==> config.mk <==
export PLATFORM = sky130hd
export DESIGN_NAME = axi_stream_to_setting_bus
export DESIGN_NICKNAME = d
export VERILOG_FILES = /design/src/rtl/setting_bus_pkg.sv /design/src/rtl/strobe_gap_counter.sv /design/src/rtl/axi_stream_to_setting_bus.sv
export SDC_FILE = /design/constraint.sdc
export NUM_CORES = 1
export LEC_CHECK = 0
export BUFFER_PORTS_ARGS = -buffer_cell sky130_fd_sc_hd__buf_4
export CAP_MARGIN = 20
export CELL_PAD_IN_SITES_DETAIL_PLACEMENT = 0
export CELL_PAD_IN_SITES_GLOBAL_PLACEMENT = 1
export CORE_AREA = 2 2 88 90
export DETAILED_ROUTE_END_ITERATION = 12
export DIE_AREA = 0 0 90 92
export PLACE_DENSITY = 0.83
export SLEW_MARGIN = 20
export SYNTH_ARGS = -nofsm -noshare
export SYNTH_HDL_FRONTEND = slang
export SYNTH_SLANG_ARGS = --single-unit
==> constraint.sdc <==
create_clock -name clk -period 1.5 [get_ports clk]
set_clock_uncertainty 0.05 [all_clocks]
set_input_delay 0.15 -clock clk [delete_from_list [all_inputs] [get_ports clk]]
set_output_delay 0.15 -clock clk [all_outputs]
set_load 0.01 [all_outputs]
==> src/rtl/setting_bus_pkg.sv <==
`default_nettype none
// ============================================================================
//  Module      : setting_bus_pkg
//  Description : Shared constants for the AXI-stream to settings-bus bridge:
//                FSM state encodings, header field positions, data width and
//                a helper that builds the reserved-field mask.
//  Revision    : 1.0 - initial release
// ============================================================================
package setting_bus_pkg;

    // Settings-bus data width
    localparam int c_DATA_W = 32;

    // Header field positions
    localparam int c_AUTO_INC_BIT = 31;
    localparam int c_RSVD_HI_BIT  = 30;

    // FSM state encodings
    localparam logic [1:0] S_HDR  = 2'd0;
    localparam logic [1:0] S_DATA = 2'd1;
    localparam logic [1:0] S_DROP = 2'd2;

    // Mask covering header bits [c_RSVD_HI_BIT:aw]; these must be zero
    function automatic logic [31:0] rsvd_mask(input int aw);
        logic [31:0] w_hi;
        logic [31:0] w_lo;
        w_hi = (32'h1 << (c_RSVD_HI_BIT + 1)) - 32'h1;
        w_lo = (32'h1 << aw) - 32'h1;
        return w_hi & ~w_lo;
    endfunction

endpackage : setting_bus_pkg
`default_nettype wire

==> src/rtl/strobe_gap_counter.sv <==
`default_nettype none
// ============================================================================
//  Module      : strobe_gap_counter
//  Description : Down-counter that enforces a minimum idle gap between
//                settings-bus strobes. Loads GAP, counts down to zero and
//                holds there; zero means the next write may be accepted.
//  Revision    : 1.0 - initial release
// ============================================================================
module strobe_gap_counter #(
    parameter int GAP = 1
) (
    input  logic clk,
    input  logic reset_n,
    input  logic load,
    output logic zero
);

    localparam int c_W = $clog2(GAP + 1);

    logic [c_W-1:0] r_cnt;

    // Load on a write, otherwise count down until zero
    always_ff @(posedge clk) begin
        if (!reset_n) begin
            r_cnt <= '0;
        end else if (load) begin
            r_cnt <= c_W'(GAP);
        end else if (r_cnt != '0) begin
            r_cnt <= r_cnt - c_W'(1);
        end
    end

    assign zero = (r_cnt == '0);

endmodule : strobe_gap_counter
`default_nettype wire

==> src/rtl/axi_stream_to_setting_bus.sv <==
`default_nettype none
// ============================================================================
//  Module      : axi_stream_to_setting_bus
//  Description : Settings-bus initiator. Word 0 of each AXI-stream packet is
//                a header (start address, AUTO_INC flag); each following word
//                becomes one registered set_stb write, optionally throttled
//                to a minimum inter-strobe gap.
//  Revision    : 1.0 - initial release
// ============================================================================
module axi_stream_to_setting_bus
    import setting_bus_pkg::*;
#(
    parameter int AWIDTH     = 8,
    parameter int STROBE_GAP = 0,
    parameter int CHECK_RSVD = 1
) (
    input  logic                clk,
    input  logic                reset_n,
    input  logic [c_DATA_W-1:0] i_tdata,
    input  logic                i_tlast,
    input  logic                i_tvalid,
    output logic                i_tready,
    output logic                set_stb,
    output logic [AWIDTH-1:0]   set_addr,
    output logic [c_DATA_W-1:0] set_data,
    output logic                error_stb,
    output logic                busy
);

    localparam logic [31:0] c_RSVD_MASK = rsvd_mask(AWIDTH);

    logic [1:0]        r_state;
    logic [AWIDTH-1:0] r_addr;
    logic              r_auto_inc;
    logic              r_run;

    logic w_beat;
    logic w_data_fire;
    logic w_rsvd_bad;
    logic w_gap_zero;

    assign w_beat      = i_tvalid & i_tready;
    assign w_data_fire = w_beat && (r_state == S_DATA);
    assign w_rsvd_bad  = (CHECK_RSVD != 0) && ((i_tdata & c_RSVD_MASK) != 32'h0);

    // Ready is held low through reset, then gated only by the gap counter.
    // The counter is zero in S_HDR/S_DROP except right after a final data
    // beat, which is exactly when the next header must wait.
    assign i_tready = r_run & w_gap_zero;

    generate
        if (STROBE_GAP > 0) begin : g_gap
            strobe_gap_counter #(
                .GAP (STROBE_GAP)
            ) u_gap (
                .clk     (clk),
                .reset_n (reset_n),
                .load    (w_data_fire),
                .zero    (w_gap_zero)
            );
        end else begin : g_no_gap
            assign w_gap_zero = 1'b1;
        end
    endgenerate

    // Packet FSM, address tracking and registered settings-bus outputs
    always_ff @(posedge clk) begin
        if (!reset_n) begin
            r_state    <= S_HDR;
            r_addr     <= '0;
            r_auto_inc <= 1'b0;
            r_run      <= 1'b0;
            set_stb    <= 1'b0;
            set_addr   <= '0;
            set_data   <= '0;
            error_stb  <= 1'b0;
            busy       <= 1'b0;
        end else begin
            r_run     <= 1'b1;
            set_stb   <= 1'b0;
            error_stb <= 1'b0;
            case (r_state)
                S_HDR: begin
                    if (w_beat) begin
                        r_addr     <= i_tdata[AWIDTH-1:0];
                        r_auto_inc <= i_tdata[c_AUTO_INC_BIT];
                        if (w_rsvd_bad) begin
                            // Bad header: flag it and swallow the rest
                            error_stb <= 1'b1;
                            r_state   <= i_tlast ? S_HDR : S_DROP;
                            busy      <= ~i_tlast;
                        end else if (i_tlast) begin
                            // Header with no data words is malformed
                            error_stb <= 1'b1;
                        end else begin
                            r_state <= S_DATA;
                            busy    <= 1'b1;
                        end
                    end
                end
                S_DATA: begin
                    if (w_beat) begin
                        set_stb  <= 1'b1;
                        set_addr <= r_addr;
                        set_data <= i_tdata;
                        if (r_auto_inc) begin
                            r_addr <= r_addr + AWIDTH'(1);
                        end
                        if (i_tlast) begin
                            r_state <= S_HDR;
                            busy    <= 1'b0;
                        end
                    end
                end
                S_DROP: begin
                    if (w_beat && i_tlast) begin
                        r_state <= S_HDR;
                        busy    <= 1'b0;
                    end
                end
                default: begin
                    r_state <= S_HDR;
                    busy    <= 1'b0;
                end
            endcase
        end
    end

endmodule : axi_stream_to_setting_bus
`default_nettype wire

==> results.json <==
{
  "cts_buffers": 5,
  "row_count": 32,
  "arrival_ns": 1.60,
  "core_sq_um": 7450,
  "finalSetupViolations": 0,
  "final_cell_mix": "buf_4, nand2_1, dfxtp_1",
  "cts_resized": 1,
  "worst_setup_path_start_kind": "flip-flop",
  "synth_cells": 277,
  "status": "complete, no violations",
  "ctsHtreeMaxLevel": 2,
  "dieArea_sq_um": 8280,
  "p_per_area_nw_per_um2": 793,
  "routedWlPerCell_um": 13.5,
  "via_per_inst": 4.66,
  "grt_use_met3": 0.0329,
  "yosys.cell_types.count": 35,
  "area_growth_pct": 40.9,
  "layout-drive-gt1-share": 0.321,
  "worstMarginPinSlew_ns": 0.299,
  "fmax_ghz": 0.698,
  "slew_viol_final": 0,
  "fin_ws_ns": 0.0682,
  "layout_commonest_cell": "buf_4",
  "crit_fanout": 6,
  "multiInputGateArea_sq_um": 1130,
  "yosys_warnings": 0,
  "cts_tree": "done",
  "min_period_ns": 1.43,
  "seq_area_frac_synth": 0.483,
  "reg2regPathDepth": 4,
  "rr_endpoint": "r_addr[7]",
  "synth-seq-cells": 55,
  "rsz0062_at_grt": "yes",
  "start_util": 0.306,
  "syn_area_sq_um": 2280,
  "fp.dieH_um": 92,
  "wl_um": 6300,
  "maxCapViolations": 0,
  "cp.required_ns": 1.67,
  "drt-pass1-iter-count": 4,
  "antenna_cells": 0,
  "r2r_start": "r_state[0]",
  "grt_max_degree": 28,
  "hold_class": "in -> reg",
  "grt_first_pass_wirelength_um": 10500,
  "cts_sinks": 55,
  "overflow": 0,
  "post-cts-setup-buffers": 0,
  "critPathKind": "reg -> reg",
  "drc": 0,
  "crit_end": "r_addr[7]",
  "clkTransAtPathRegs_ns": 0.10,
  "die_x_um": 90,
  "finalHoldViolCount": 0,
  "clockBufferDepth": 2,
  "postCtsHoldBufs": 0,
  "p_leak_nw": 1.30,
  "use_met2": 0.254,
  "critPathCaptureType": "flip-flop",
  "fin_util": 0.431,
  "postSynthAreaPerCell_sq_um": 8.23,
  "synth_top_area_frac": 0.483,
  "slew_headroom": 0.799,
  "antenna_left": 0,
  "ir_drop_uv": 301,
  "dp_hpwl_um": 4700,
  "cts_root_buf": "clkbuf_8",
  "finalCritPeriodShare": 0.955,
  "io_buffers": 79,
  "synth_top_area_cell": "dfxtp_1",
  "syn_nets": 314,
  "gp_congestion": 0.879,
  "grt_pass1_vias": 2159,
  "met1_usage": 0.207,
  "ff2ff_setup_slack_ns": 0.07,
  "dr.first_iter.drc_count": 119,
  "nFillCells": 817,
  "startpoint": "r_state[0]",
  "antenna_found_initial": 0,
  "vias": 2175,
  "top_usage_layer": "met2",
  "clock_latency_ns": 0.31,
  "synth_area_leaders": "dfxtp_1, nand2_1, a21boi_0",
  "grtUsageTotal": 0.157,
  "pin_count": 80,
  "dp_slack_ns": 0.00584,
  "fin_nets": 401,
  "regArea_sq_um": 1100
}
==> cell usage after synthesis <==
cell / number
o211a_1: 4
a211oi_1: 1
a31oi_1: 3
inv_1: 2
o211ai_1: 1
o31ai_1: 2
and4_1: 1
nand2_1: 93
a41oi_1: 1
a21boi_0: 32
dfxtp_1: 55
nor4b_1: 1
mux2i_1: 1
nand3_1: 6
clkbuf_1: 6
o2111ai_1: 1
nand3b_1: 1
mux2_2: 1
a21oi_1: 7
buf_2: 11
nor2_1: 7
a311oi_1: 2
nor3_2: 1
a31o_1: 1
nor4_1: 5
a21boi_1: 6
o21ai_1: 1
ha_1: 1
nor3_1: 4
o21ai_0: 7
and2_1: 2
or3_1: 1
and3_1: 3
nor2b_1: 5
nand2b_1: 1
==> metrics by stage <==
stage	hold slack, ns	cell area [sq um]	power [mW]	setup TNS (ns)	instances
global placement	0.356	3090	1.74	0	459
global route	0.0283	3210	2.68	-0.0277	467
CTS	0.0215	3180	2.58	0	467
detailed placement	0.367	3090	1.75	0	459
floorplan	0.128	2280	1.61	0	277
finish	0.0339	3210	2.55	0	467
==> state kept, by name, summed over array words and instances (netlist names) <==
name,flops
i_tready,1
set_stb,1
set_addr,8
r_addr,8
r_state,2
set_data,32
r_auto_inc,1
busy,1
error_stb,1
==> worst min path at each step <==
| stage | endpoint | startpoint | slack (ns) | cells after the start |
|---|---|---|---|---|
| 5_1_grt | set_data[22] | i_tdata[22] | 0.03 | 3 |
| 3_5_place_dp | error_stb | i_tlast | 0.37 | 2 |
| 2_1_floorplan | i_tready | reset_n | 0.13 | 0 |
| 6_report | set_data[31] | i_tdata[31] | 0.03 | 3 |
| 3_3_place_gp | error_stb | i_tlast | 0.36 | 2 |
| 4_1_cts | set_data[22] | i_tdata[22] | 0.02 | 3 |
==> kinds of logic after synthesis <==
group           Yosys count  share of synthesized area
buf+inv                  19                     0.0373
flops                    55                      0.483
mux                       2                    0.00933
compound gates           69                      0.216
simple gates            131                      0.249
fa+ha+maj                 1                    0.00549
==> worst max-delay path: stages (launching register included) <==
cell	delay, ns
dfxtp_1	0.35
nor2b_1	0.16
or3_4	0.37
o211a_1	0.23
a31o_1	0.17
==> power by group <==
part,switching [mW],total [mW],leakage (nW),internal (mW)
combinational,0.0969,0.219,0.810,0.122
clock,0.499,0.829,0.0483,0.330
sequential,0.0205,1.50,0.446,1.48
==> metal layers <==
layer | share of wire | up-vias
li1 | - | 1113
met1 | 0.46 | 976
met2 | 0.46 | 76
met3 | 0.064 | 10
met4 | 0.022 | 0
met5 | 0 | -
==> final cells by class <==
cell class | count | share of cell area
Timing Repair Buffer | 97 | 0.236
Clock inverter | 3 | 0.00584
Sequential cell | 55 | 0.344
Tap cell | 102 | 0.0397
Multi-Input combinational cell | 203 | 0.351
Inverter | 2 | 0.00234
Clock buffer | 5 | 0.0214
No activity file was read; power rests on OpenSTA's default activity.
